## config.mk

```make
export PLATFORM = sky130hd
export DESIGN_NAME = inv_sbox_seq_flat
export DESIGN_NICKNAME = d
export VERILOG_FILES = /design/src/rtl/inv_sbox_seq_if.sv /design/src/rtl/inv_sbox_seq.sv /design/src/flat_wrapper.sv
export SDC_FILE = /design/constraint.sdc
export NUM_CORES = 1
export LEC_CHECK = 0
export CAP_MARGIN = 15
export CORE_ASPECT_RATIO = 0.5
export CORE_MARGIN = 4
export CORE_UTILIZATION = 50
export CTS_CLUSTER_DIAMETER = 80
export CTS_CLUSTER_SIZE = 8
export DETAILED_ROUTE_END_ITERATION = 16
export PLACE_DENSITY = 0.78
export SETUP_SLACK_MARGIN = 0.5
export SYNTH_ARGS = -nofsm -noshare
export SYNTH_HDL_FRONTEND = slang
export SYNTH_SLANG_ARGS = --single-unit
```

## constraint.sdc

```tcl
create_clock -name clk -period 2.5 [get_ports clk]
set_clock_uncertainty 0.05 [all_clocks]
set_input_delay 0.625 -clock clk [delete_from_list [all_inputs] [get_ports clk]]
set_output_delay 0.625 -clock clk [all_outputs]
set_load 0.005 [all_outputs]
```

## src/rtl/inv_sbox_seq_if.sv

```systemverilog
// Handshake and data bundle for the sequential InvSubBytes engine.
// The master issues start/s_in and the slave returns busy/done/s_o.
interface inv_sbox_seq_if;
    logic         start;
    logic [127:0] s_in;
    logic         busy;
    logic         done;
    logic [127:0] s_o;

    modport master (output start, s_in, input busy, done, s_o);
    modport slave  (input start, s_in, output busy, done, s_o);
endinterface

```

## src/rtl/inv_sbox_seq.sv

```systemverilog
// Byte-serial AES InvSubBytes: one inverse S-box lookup per cycle, 16 cycles per
// 128-bit state, result published in a single DONE cycle.
module inv_sbox_seq (
    input logic           clk,
    input logic           rst,
    inv_sbox_seq_if.slave bus
);
    // FIPS-197 inverse S-box; entry x sits at bits [2047-8x -: 8] (row 0 in the MSBs).
    localparam logic [2047:0] INV_SBOX = {
        128'h52096ad53036a538bf40a39e81f3d7fb,
        128'h7ce339829b2fff87348e4344c4dee9cb,
        128'h547b9432a6c2233dee4c950b42fac34e,
        128'h082ea16628d924b2765ba2496d8bd125,
        128'h72f8f66486689816d4a45ccc5d65b692,
        128'h6c704850fdedb9da5e154657a78d9d84,
        128'h90d8ab008cbcd30af7e45805b8b34506,
        128'hd02c1e8fca3f0f02c1afbd0301138a6b,
        128'h3a9111414f67dcea97f2cfcef0b4e673,
        128'h96ac7422e7ad3585e2f937e81c75df6e,
        128'h47f11a711d29c5896fb7620eaa18be1b,
        128'hfc563e4bc6d279209adbc0fe78cd5af4,
        128'h1fdda8338807c731b11210592780ec5f,
        128'h60517fa919b54a0d2de57a9f93c99cef,
        128'ha0e03b4dae2af5b0c8ebbb3c83539961,
        128'h172b047eba77d626e169146355210c7d
    };

    typedef enum logic [1:0] {IDLE, SUB, DONE} state_t;

    state_t       state;
    logic [127:0] sh;
    logic [127:0] res;
    logic [3:0]   cnt;
    logic [7:0]   sub_byte;

    function automatic logic [7:0] inv_s(input logic [7:0] x);
        logic [10:0] idx;
        idx = 11'd2047 - {x, 3'b000};
        return INV_SBOX[idx -: 8];
    endfunction

    // The only lookup: always the lowest unprocessed byte of the capture register.
    assign sub_byte = inv_s(sh[7:0]);

    always_ff @(posedge clk) begin
        if (!rst) begin
            state    <= IDLE;
            sh       <= '0;
            res      <= '0;
            cnt      <= '0;
            bus.busy <= 1'b0;
            bus.done <= 1'b0;
            bus.s_o  <= '0;
        end else begin
            case (state)
                IDLE: begin
                    bus.done <= 1'b0;
                    if (bus.start) begin
                        sh       <= bus.s_in;
                        cnt      <= '0;
                        bus.busy <= 1'b1;
                        state    <= SUB;
                    end
                end
                SUB: begin
                    sh  <= {8'h00, sh[127:8]};
                    res <= {sub_byte, res[127:8]};
                    cnt <= cnt + 4'd1;
                    // After 16 right-shifts byte 0 lands back at res[7:0]: order is preserved.
                    if (cnt == 4'd15) begin
                        bus.s_o  <= {sub_byte, res[127:8]};
                        bus.done <= 1'b1;
                        bus.busy <= 1'b0;
                        state    <= DONE;
                    end
                end
                DONE: begin
                    bus.done <= 1'b0;
                    if (bus.start) begin
                        sh       <= bus.s_in;
                        cnt      <= '0;
                        bus.busy <= 1'b1;
                        state    <= SUB;
                    end else begin
                        state    <= IDLE;
                    end
                end
                default: begin
                    bus.busy <= 1'b0;
                    bus.done <= 1'b0;
                    state    <= IDLE;
                end
            endcase
        end
    end
endmodule

```

## src/flat_wrapper.sv

```systemverilog
// flat-port wrapper written by rule: the top's interface ports become plain ports
module inv_sbox_seq_flat 
  (clk, rst, bus_start, bus_s_in, bus_busy, bus_done, bus_s_o);
  inv_sbox_seq_if bus_i ();
  input logic clk;
  input logic rst;
  input wire logic [$bits(bus_i.start)-1:0] bus_start;
  input wire logic [$bits(bus_i.s_in)-1:0] bus_s_in;
  output wire logic [$bits(bus_i.busy)-1:0] bus_busy;
  output wire logic [$bits(bus_i.done)-1:0] bus_done;
  output wire logic [$bits(bus_i.s_o)-1:0] bus_s_o;
  assign bus_i.start = bus_start;
  assign bus_i.s_in = bus_s_in;
  assign bus_busy = bus_i.busy;
  assign bus_done = bus_i.done;
  assign bus_s_o = bus_i.s_o;
  inv_sbox_seq u_core (.clk(clk), .rst(rst), .bus(bus_i));
endmodule
```

==> implementation parameters <==
Parameter                              Value

Yosys
  Synthesized area ... 18,800 um^2
  Number of instances in the synthesized netlist ... 2,217
  Number of synthesized register bits ... 384
  Post-synth top area share ... 41.0%
  Average size of a mapped cell ... 8.46 um^2
  Synth async-reset ratio ... 0%
  Flip-flop cell with the highest count after synthesis ... sky130_fd_sc_hd__dfxtp_1
  Library cell occupying the most area in the post-synthesis netlist ... sky130_fd_sc_hd__dfxtp_1
  Number of distinct library cell variants in the gate-level netlist after synthesis ... 80
  Seq/Total Area, Yosys ... 41.0%
  Yosys Warn Count ... 0
  Number of enable flip-flop cells after synthesis ... 0
  Syn nets ... 2,370
  Top cells by area in the synthesized netlist ... sky130_fd_sc_hd__dfxtp_1 41%, sky130_fd_sc_hd__nand2_1 13%, sky130_fd_sc_hd__a21boi_0 9.4%, sky130_fd_sc_hd__mux2i_1 6.7%, sky130_fd_sc_hd__o211a_1 6.5%

GRT
  Largest net degree at the start of global routing ... 120
  Number of global-route vias before repair ... 17.8k
  Global-route wire length before repair ... 106,000 um
  GR Overflow Total ... 0
  Antenna violations before repair ... 3
  Tot GR Track Use ... 32.6%

Floorplan
  I/O pin count ... 261
  Area of the core ... 36,500 um^2
  Initial cell density of the core ... 51.4%
  Die Y ... 145 um
  Overall die width ... 282 um
  Die area ... 40,900 um^2
  Std cell rows ... 49

Worst setup path
  Worst-case reg-to-reg path depth ... 10
  Crit start category ... flop
  Critical Path RT ... 2.96 ns
  Startpoint-to-endpoint class of the critical path ... reg2reg
  Worst Setup End Kind ... flop
  Cell type of the slowest stage on the worst timing path ... sky130_fd_sc_hd__dfxtp_4
  R2R Path End ... u_core.res[125]
  Most frequent cell on the critical path ... sky130_fd_sc_hd__buf_12
  Cell-by-cell listing of the critical path ... buf_12, ha_1, buf_12, mux2_2, mux2i_1, buf_4, a222oi_1, o221ai_2, a211oi_2, o31a_1
  Arrival time of data at the critical path endpoint ... 2.95 ns
  Highest fanout seen on the critical path ... 20
  Delay of the slowest cell on the worst path ... 0.37 ns
  Reg2Reg Setup Slack ... 0.02 ns
  Reg2Reg Launch Point ... u_core.sh[1]

Placed design
  Cell count after placement ... 2,954
  Number of buffer cells added on primary ports ... 260
  Post-DP HPWL ... 48,500 um
  Routability-driven placement congestion ratio ... 1.06

Clocking
  Clock tree from TritonCTS ... yes
  CTS Root Buffer Type ... sky130_fd_sc_hd__clkbuf_16
  CTS Hold Buffers Added ... 0
  Max clock buf depth ... 3
  Clock latency on the worst-skew pair ... 0.59 ns
  # clock sinks ... 384
  CTS HTree Levels ... 2
  Number of clock buffers inserted by TritonCTS ... 54
  Clock Pin Slew Worst Setup and Hold Paths ... 0.05 ns

STA
  Minimum period implied by the final worst setup slack ... 2.48 ns
  Setup repair after global routing missed its margin ... true
  Relative slew slack ... 47.6%
  Fin. Hold Viols ... 0
  FMAX ... 403 MHz
  Count of final max-slew check failures ... 0
  Worst hold margin ... 0.397 ns
  Final period utilization ... 99.4%
  Slew at the pin closest to its max-slew limit ... 0.786 ns
  Finish-stage setup viols ... 0

Layout
  Most frequent cells in the layout ... 627 x sky130_fd_sc_hd__nand2_1, 372 x sky130_fd_sc_hd__dfxtp_1, 234 x sky130_fd_sc_hd__a21boi_0
  Growth of design area from synthesis to finish ... 33.9%
  Most common cell after layout, fill and taps aside ... sky130_fd_sc_hd__nand2_1
  Final Instance Count excl. Fillers ... 3,048
  Fraction of layout cells with a size suffix above 1 ... 16.4%
  Final #Nets ... 2,708

Power
  Total power density per cell area ... 681 nW/um^2
  Max IR drop VDD ... 0.000590 V
  Leak ... 0.0107 uW

Hold path
  Min-Delay Path Class ... in2reg
  Hold path start ... rst
  Hold path depth ... 2
  Endpoint with the worst hold slack ... u_core.sh[91]

Detailed routing
  First-pass iteration count of the detailed router ... 6
  Via-to-Cell Ratio ... 5.94
  Routed wire length per instance ... 23.0 um
  Wire length after detailed routing ... 70,200 um
  DRC violations left ... 0
  Number of vias after detailed routing ... 18.1k
  Antenna-violating nets left ... 0
  Initial DRC Count ... 1,904

Job
  Number of max-capacitance violations reported ... 0

Status
  Status ... finished, final reports clean
[sequential cells by signal (all words and copies together), names as in the netlist]
signal	count
u_core.bus.done	1
u_core.res	120
u_core.state	2
u_core.cnt	4
u_core.bus.s_o	128
u_core.sh	128
u_core.bus.busy	1
[cell usage after synthesis (all sizes together) (4+ instances only)]
library cell / instances
nor4: 4
o211a: 121
a31oi: 20
o211ai: 17
nor2b: 32
and3: 8
o2111ai: 7
mux2i: 125
nor3: 17
nand2: 632
o22ai: 4
o311a: 5
ha: 22
o221ai: 11
a21oi: 57
buf: 82
or3: 4
or2: 8
clkbuf: 128
nand3: 21
nor2: 41
a22oi: 12
and2: 9
o21ai: 54
nand3b: 4
dfxtp: 384
nand2b: 30
xor2: 4
inv: 13
a211oi: 16
o41ai: 4
o21a: 4
o31ai: 7
o311ai: 7
a311oi: 12
a2111oi: 8
a221oi: 5
a21boi: 234
[report_power, final]
| group | internal (uW) | switching, uW |
|---|---|---|
| Combinational | 1810 | 2240 |
| Clock | 3850 | 2620 |
| Sequential | 6390 | 196 |
[area by class of cell]
cell class	instances	area, um^2
Inverter	14	62.6
Fill cell	2814	11400
Sequential cell	384	7710
Timing Repair Buffer	491	4710
Multi-Input combinational cell	1610	10600
Clock inverter	4	73.8
Clock buffer	59	1380
Antenna cell	2	5.00
Tap cell	484	606
[cells by family after synthesis]
kind of cell,count (synthesis),synth area share [%]
compound gates,635,26.3
xor+xnor,5,0.274
fa+ha+maj,22,1.47
buf+inv,224,5.70
flops,384,41.0
mux,129,6.97
simple gates,818,18.2
[metal layers]
layer  global-route usage, %  vias up  share of wire (%)
met5                       0        -                  0
met4                    9.31        0                3.0
met3                    7.72      146                8.7
met2                    51.7      743                 45
met1                    44.6     8819                 44
li1                        -     8407                  -
[worst max path at each step]
stage,start,end,slack (ns),depth (start not counted)
2_1_floorplan,u_core.sh[2],u_core.res[125],-0.02,13
3_3_place_gp,u_core.sh[1],u_core.res[123],-0.04,10
3_5_place_dp,u_core.sh[0],u_core.res[125],-0.04,8
4_1_cts,u_core.sh[0],u_core.res[127],0.09,10
5_1_grt,u_core.sh[0],u_core.res[125],-0.03,10
6_report,u_core.sh[1],u_core.res[125],0.02,10
[per-stage QoR]
| step | setup TNS [ns] | setup WS, ns | instance area (um^2) | total power [uW] | util [%] |
|---|---|---|---|---|---|
| after CTS | 0 | 0.0885 | 24700 | 16800 | 67.7 |
| after floorplan | -0.0439 | -0.0220 | 18900 | 8670 | - |
| final | 0 | 0.0160 | 25100 | 17100 | 68.8 |
| after global routing | -0.0809 | -0.0342 | 25100 | 17700 | 68.8 |
| after detailed placement | -0.214 | -0.0359 | 23000 | 10300 | 63.2 |
| after global placement | -0.164 | -0.0436 | 23000 | 10300 | 63.2 |
[repair_timing]
item                                    4_1_cts  5_1_grt
endpoints found under the setup margin      195       44
resized for setup                           182       65
setup buffers                                17        9
pin swaps                                    28       28
gates cloned                                  1        2
[critical path, delay by kind of cell, from the launching register on]
| family | cells | cell delay (ns) |
|---|---|---|
| flip-flops | 1 | 0.37 |
| buffers and inverters | 3 | 0.49 |
| multiplexers | 2 | 0.25 |
| adder cells (fa/ha/maj) | 1 | 0.22 |
| AO/OA/AOI/OAI | 4 | 1.01 |
No activity file was read; power rests on OpenSTA's default activity.
